==> src/rtl/piso_serializer_p8_if.sv <==
// Handshake and serial-stream bundle for piso_serializer_p8.
// The master modport is the word source and serial sink; the slave modport is the serializer.
interface piso_serializer_p8_if #(
    parameter int WIDTH = 8
);
    logic [WIDTH-1:0] in_data;
    logic             in_valid;
    logic             in_ready;
    logic             ser_out;
    logic             ser_valid;
    logic             done;

    modport master (
        output in_data,
        output in_valid,
        input  in_ready,
        input  ser_out,
        input  ser_valid,
        input  done
    );

    modport slave (
        input  in_data,
        input  in_valid,
        output in_ready,
        output ser_out,
        output ser_valid,
        output done
    );
endinterface

==> src/rtl/piso_serializer_p8.sv <==
// Parallel-in/serial-out transmitter: accepts one word and shifts it out MSB first.
// Define PARITY_EN to append one even-parity bit to every frame.
module piso_serializer_p8 #(
    parameter int WIDTH = 8
) (
    input  logic                  clk,
    input  logic                  rst,
    piso_serializer_p8_if.slave   bus
);
    localparam int CNT_W = $clog2(WIDTH);
    localparam logic [CNT_W-1:0] LAST = CNT_W'(WIDTH - 1);

`ifdef PARITY_EN
    typedef enum logic [1:0] {IDLE, SHIFT, PARITY} state_t;
`else
    typedef enum logic [1:0] {IDLE, SHIFT} state_t;
`endif

    state_t           state, state_n;
    logic [CNT_W-1:0] cnt, cnt_n;
    logic [WIDTH-1:0] shreg, shreg_n;
    logic             ser_out_q, ser_out_n;
    logic             ser_valid_q, ser_valid_n;
    logic             done_q, done_n;
`ifdef PARITY_EN
    // The shift register is consumed while shifting, so parity is captured at accept.
    logic             parity, parity_n;
`endif

    always_ff @(posedge clk) begin
        if (rst) begin
            state       <= IDLE;
            cnt         <= '0;
            shreg       <= '0;
            ser_out_q   <= 1'b0;
            ser_valid_q <= 1'b0;
            done_q      <= 1'b0;
`ifdef PARITY_EN
            parity      <= 1'b0;
`endif
        end else begin
            state       <= state_n;
            cnt         <= cnt_n;
            shreg       <= shreg_n;
            ser_out_q   <= ser_out_n;
            ser_valid_q <= ser_valid_n;
            done_q      <= done_n;
`ifdef PARITY_EN
            parity      <= parity_n;
`endif
        end
    end

    // Serial outputs are computed one cycle ahead so that they leave the block straight from flops.
    always_comb begin
        state_n     = state;
        cnt_n       = cnt;
        shreg_n     = shreg;
        ser_out_n   = 1'b0;
        ser_valid_n = 1'b0;
        done_n      = 1'b0;
`ifdef PARITY_EN
        parity_n    = parity;
`endif
        case (state)
            IDLE: begin
                if (bus.in_valid) begin
                    shreg_n     = bus.in_data;
                    cnt_n       = '0;
                    state_n     = SHIFT;
                    ser_out_n   = bus.in_data[WIDTH-1];
                    ser_valid_n = 1'b1;
`ifdef PARITY_EN
                    parity_n    = ^bus.in_data;
`endif
                end
            end
            SHIFT: begin
                shreg_n = {shreg[WIDTH-2:0], 1'b0};
                cnt_n   = cnt + CNT_W'(1);
                if (cnt == LAST) begin
                    cnt_n = '0;
`ifdef PARITY_EN
                    state_n     = PARITY;
                    ser_out_n   = parity;
                    ser_valid_n = 1'b1;
`else
                    state_n = IDLE;
                    done_n  = 1'b1;
`endif
                end else begin
                    ser_out_n   = shreg_n[WIDTH-1];
                    ser_valid_n = 1'b1;
                end
            end
`ifdef PARITY_EN
            PARITY: begin
                state_n = IDLE;
                done_n  = 1'b1;
            end
`endif
            default: begin
                state_n = IDLE;
            end
        endcase
    end

    assign bus.in_ready  = (state == IDLE) && !rst;
    assign bus.ser_out   = ser_out_q;
    assign bus.ser_valid = ser_valid_q;
    assign bus.done      = done_q;
endmodule

==> src/flat_wrapper.sv <==
// flat-port wrapper written by rule: the top's interface ports become plain ports
module piso_serializer_p8_flat 
#(
    parameter int WIDTH = 8
)
  (clk, rst, bus_in_data, bus_in_valid, bus_in_ready, bus_ser_out, bus_ser_valid, bus_done);
  piso_serializer_p8_if #(.WIDTH(WIDTH)) bus_i ();
  input  logic clk;
  input  logic rst;
  input wire logic [$bits(bus_i.in_data)-1:0] bus_in_data;
  input wire logic [$bits(bus_i.in_valid)-1:0] bus_in_valid;
  output wire logic [$bits(bus_i.in_ready)-1:0] bus_in_ready;
  output wire logic [$bits(bus_i.ser_out)-1:0] bus_ser_out;
  output wire logic [$bits(bus_i.ser_valid)-1:0] bus_ser_valid;
  output wire logic [$bits(bus_i.done)-1:0] bus_done;
  assign bus_i.in_data = bus_in_data;
  assign bus_i.in_valid = bus_in_valid;
  assign bus_in_ready = bus_i.in_ready;
  assign bus_ser_out = bus_i.ser_out;
  assign bus_ser_valid = bus_i.ser_valid;
  assign bus_done = bus_i.done;
  piso_serializer_p8 #(.WIDTH(WIDTH)) u_core (.clk(clk), .rst(rst), .bus(bus_i));
endmodule
==> config.mk <==
export PLATFORM = sky130hd
export DESIGN_NAME = piso_serializer_p8_flat
export DESIGN_NICKNAME = d
export VERILOG_FILES = /design/src/rtl/piso_serializer_p8_if.sv /design/src/rtl/piso_serializer_p8.sv /design/src/flat_wrapper.sv
export SDC_FILE = /design/constraint.sdc
export NUM_CORES = 1
export LEC_CHECK = 0
export BUFFER_PORTS_ARGS = -buffer_cell sky130_fd_sc_hd__clkbuf_2
export CORE_MARGIN = 5
export CORE_UTILIZATION = 49
export CTS_CLUSTER_SIZE = 8
export DETAILED_ROUTE_END_ITERATION = 8
export HOLD_SLACK_MARGIN = 0.03
export PLACE_DENSITY = 0.77
export SYNTH_ARGS = -nofsm -noshare
export SYNTH_HDL_FRONTEND = slang
export SYNTH_SLANG_ARGS = --single-unit
==> constraint.sdc <==
create_clock -name clk -period 1.6 [get_ports clk]
set_clock_uncertainty 0.2 [all_clocks]
set_input_delay 0.4 -clock clk [delete_from_list [all_inputs] [get_ports clk]]
set_output_delay 0.4 -clock clk [all_outputs]
set_load 0.02 [all_outputs]
After elaboration in Yosys (flattened, before gate mapping)
Cells that the tools add are included.

word-level totals
  flip-flop bits (word level) = 15
  output and inout bits = 4

cells by class
  add/subtract/negate cells = 1
  eq/ne operators = 4
  muxes and demuxes = 15
  bitwise logic cells = 1
  reduce and logical (&&, ||, !) cells = 7

operator list
  operator               count
  $pmux W7 S2            1
  $mux W7                1
  $mux W3                2
  $pmux W3 S2            1
  $mux W1                5
  $mux W2                2
  $pmux W1 S2            2
  $pmux W2 S2            1
  $reduce_and A2 Y1      2
  $add A3 B1 Y3 const B  1
  $eq A3 B3 Y1 const B   1
  $eq A2 B1 Y1 const B   1
  $logic_not A2 Y1       1
  $ne A2 B1 Y1 const B   1
  $ne A2 B2 Y1 const B   1
  $reduce_bool A2 Y1     1
  $reduce_or A2 Y1       1
  $logic_and A1 B1 Y1    1
  $logic_not A1 Y1       1
  $not A1 Y1             1

Logic depth before layout (Yosys ltp)
  word-level depth = 3
  mapped depth = 4
  depth with buffers taken out = 4

Least setup slack after synthesis
No wires, ideal clock.

  path kind = input to output
  start point = input port rst
  end point = output port bus_in_ready
  arrival time = 890 ps
  setup slack = 110 ps
  cell stages on the path = 2
  cell sequence = clkbuf_1 > nor2_1

on the way
  longest elaborated chain between the ends = 2

RTL lines
  item                 line                       text
  start, declared      flat_wrapper.sv:9          input logic rst;
  $logic_not A1 Y1     piso_serializer_p8.sv:108  assign bus.in_ready = (state == IDLE) && !rst;
  $logic_and A1 B1 Y1  piso_serializer_p8.sv:108
  end, declared        flat_wrapper.sv:12         output wire logic [$bits(bus_i.in_ready)-1:0] bus_in_ready;

No other way between the ends.

Worst setup path after layout
  start point = register u_core.state[0]
  end point = output port bus_in_ready

on the way
  longest elaborated chain between the ends = 2

RTL lines
  item                    line                       text
  start, declared         piso_serializer_p8.sv:19   state_t state, state_n;
  start signal, assigned  piso_serializer_p8.sv:42   state <= state_n;
  $logic_not A2 Y1        piso_serializer_p8.sv:108
  $logic_and A1 B1 Y1     piso_serializer_p8.sv:108

No other way between the ends.

==> metrics.cfg <==
[worst_setup_path]
cp-start-kind=flip-flop
path_max_fanout=8
cp.required_ns=1.00
cp.arrival_ns=0.94
end_kind=output pin
path_class=reg2out

[detailed_routing]
remaining_drc_errors=0
drtAntennaViolNets=0
drtIter0Drc=7
vias_per_cell=5.11
vias=485
wl_per_cell_um=12.7
finalWirelength_um=1210
firstDrtPassIters=4

[global_routing]
grt_use_met3_pct=4.69
grt.overflow.total=0
grt_use_met2_pct=20.1
grt_pass1_wl_um=2020
busiest_layer=met2
grt_usage_pct=13.9
grtUsageMet1_pct=16.9
grt_pass1_vias=482
antenna_found_initial=0
grt_max_degree=15

[floorplanning]
rows=13
ioPinCount=15
dieHeight_um=46.1
start_util_pct=50.2
core_um2=1270
die_area_um2=2120
die_w_um=46.1

[clocking]
clock-sinks=14
numCtsBuffers=3
clockBufferDepth=2
clock_latency_ns=0.28
clkTransAtPathRegs_ns=0.09
cts_setup_buffers=0
cts_hold_buf=0
cts_root_buf=clkbuf_4
htree_levels=1
cts_tree=built

[power]
leakage_nw=0.352
power_density_nw_per_um2=984
vdd_drop_max_uv=454

[placed_design]
gp_congestion=0.705
port_buffers=14
placedCellCount=91
placed_cell_area_um2=724
hpwl_um=841

[timing]
tightest_slew_ns=0.205
relSlewSlack_pct=86.2
post-route-min-period_ns=1.54
fmax_ghz=0.647
whs_ns=0.155
finalHoldViolCount=0
setup_viol=0
period_share_pct=96.5
grt_setup_unrepaired=no
slew_viol_final=0
tns_ns=0

[synthesis]
yosys.area_share.simple_pct=21.2
synth_top_family_by_area=simple AND/OR/NAND/NOR gates
synth_xor_area_share_pct=0
ys_seq_area_share_pct=44.0
yosys_warnings=0
synthCells=62
synth-compound-area-share_pct=12.4
synthAdderAreaFrac_pct=5.89
avgSynthCellArea_um2=10.3
ys_seq_elements=14
syn-cell-area_um2=637
synth.distinct_cells=19
synthMuxAreaShare_pct=11.0
syn_nets=76

[layout]
fill_cells=122
final_area_um2=767
area_delta_synth_final_pct=20.4
nets=95
layout-drive-gt1-share_pct=32.5
fin_cells=95
n_antenna_cell=0

[job]
max_cap_violations=0

[worst_hold_path]
hold_class=in2reg

[status]
status=completed

what timing repair did:
action	4_1_cts	5_1_grt
endpoints found under the setup margin	1	1
resized for setup	2	1
pin swaps	0	0
sequential cells by signal, indices dropped and copies added (netlist names):
signal / flops
u_core.shreg: 7
u_core.cnt: 3
u_core.bus.done: 1
u_core.bus.ser_out: 1
u_core.bus.ser_valid: 1
u_core.state: 1
power by group:
group          total, mW  internal, mW  switching [mW]
clock              0.258         0.138           0.120
combinational      0.109        0.0544          0.0546
sequential         0.387         0.373          0.0141
total              0.755         0.566           0.189
cells in the mapped netlist (all sizes together):
| cell type | instances | share of area (%) |
|---|---|---|
| dfxtp | 14 | 44 |
| mux2i | 7 | 11 |
| a211oi | 6 | 7.1 |
| a21oi | 6 | 5.3 |
| nor2b | 6 | 5.9 |
| buf | 3 | 4.3 |
| ha | 3 | 5.9 |
| nand2b | 3 | 2.9 |
| nand3b | 3 | 3.5 |
| or3b | 3 | 4.5 |
| nand2 | 2 | 1.2 |
| nor2 | 2 | 1.2 |
| clkbuf | 1 | 0.59 |
| inv | 1 | 0.59 |
| nor3 | 1 | 0.79 |
| or2b | 1 | 1.2 |
kinds of logic after synthesis:
family | after synthesis
adder cells (fa/ha/maj) | 3
buffers and inverters | 5
AO/OA/AOI/OAI | 12
flip-flops | 14
multiplexers | 7
AND/OR/NAND/NOR | 21
cells in the final DEF (no fill, tap or decap):
cell / n
inv_1: 1
ha_1: 3
dfxtp_2: 1
mux2i_1: 7
nor3_1: 1
a21oi_2: 1
dfxtp_1: 13
or3b_4: 1
a21oi_1: 5
buf_4: 4
or2b_1: 1
or3b_1: 2
nand2b_1: 3
nand2_1: 2
nor2_2: 1
nor2b_1: 6
a211oi_1: 6
nor2_1: 1
clkbuf_2: 13
clkbuf_4: 4
clkbuf_8: 1
nand3b_1: 3
critical path: stages (launching register included):
cell and delay, ns:
dfxtp_2 0.36, nor2_2 0.13, clkbuf_4 0.18
path summary, 6_finish.rpt:
kind / start / end / slack, ns / cells after the start
worst min register to register: u_core.shreg[6] / u_core.bus.ser_out / 0.29 / 2
worst min-delay path: bus_in_data[7] / u_core.bus.ser_out / 0.16 / 3
worst max-delay path: u_core.state[0] / bus_in_ready / 0.06 / 2
worst max register to register: u_core.cnt[0] / u_core.state[0] / 0.22 / 4
layout make-up:
type	instances	area, um^2	area share (%)
inverter	1	3.75	0.489
tap	15	18.8	2.45
clock buffer	4	36.3	4.73
sequential	14	282	36.7
timing repair buffer	18	103	13.4
multi-input combinational	43	324	42.3
stage by stage:
stage / setup slack [ns] / utilization (%) / power (mW)
CTS: 0.00855 / 60.4 / 0.760
detailed placement: 0.174 / 57.1 / 0.501
global route: 0.0302 / 60.5 / 0.794
global placement: 0.186 / 57.1 / 0.498
finish: 0.0555 / 60.5 / 0.755
floorplan: 0.110 / - / 0.467
per-layer routing:
layer,vias up,routed length (um)
met2,10,559
met3,2,69
li1,253,-
met1,220,565
met4,0,12
met5,-,0
Note: power is estimated with default switching activity, not from simulation.
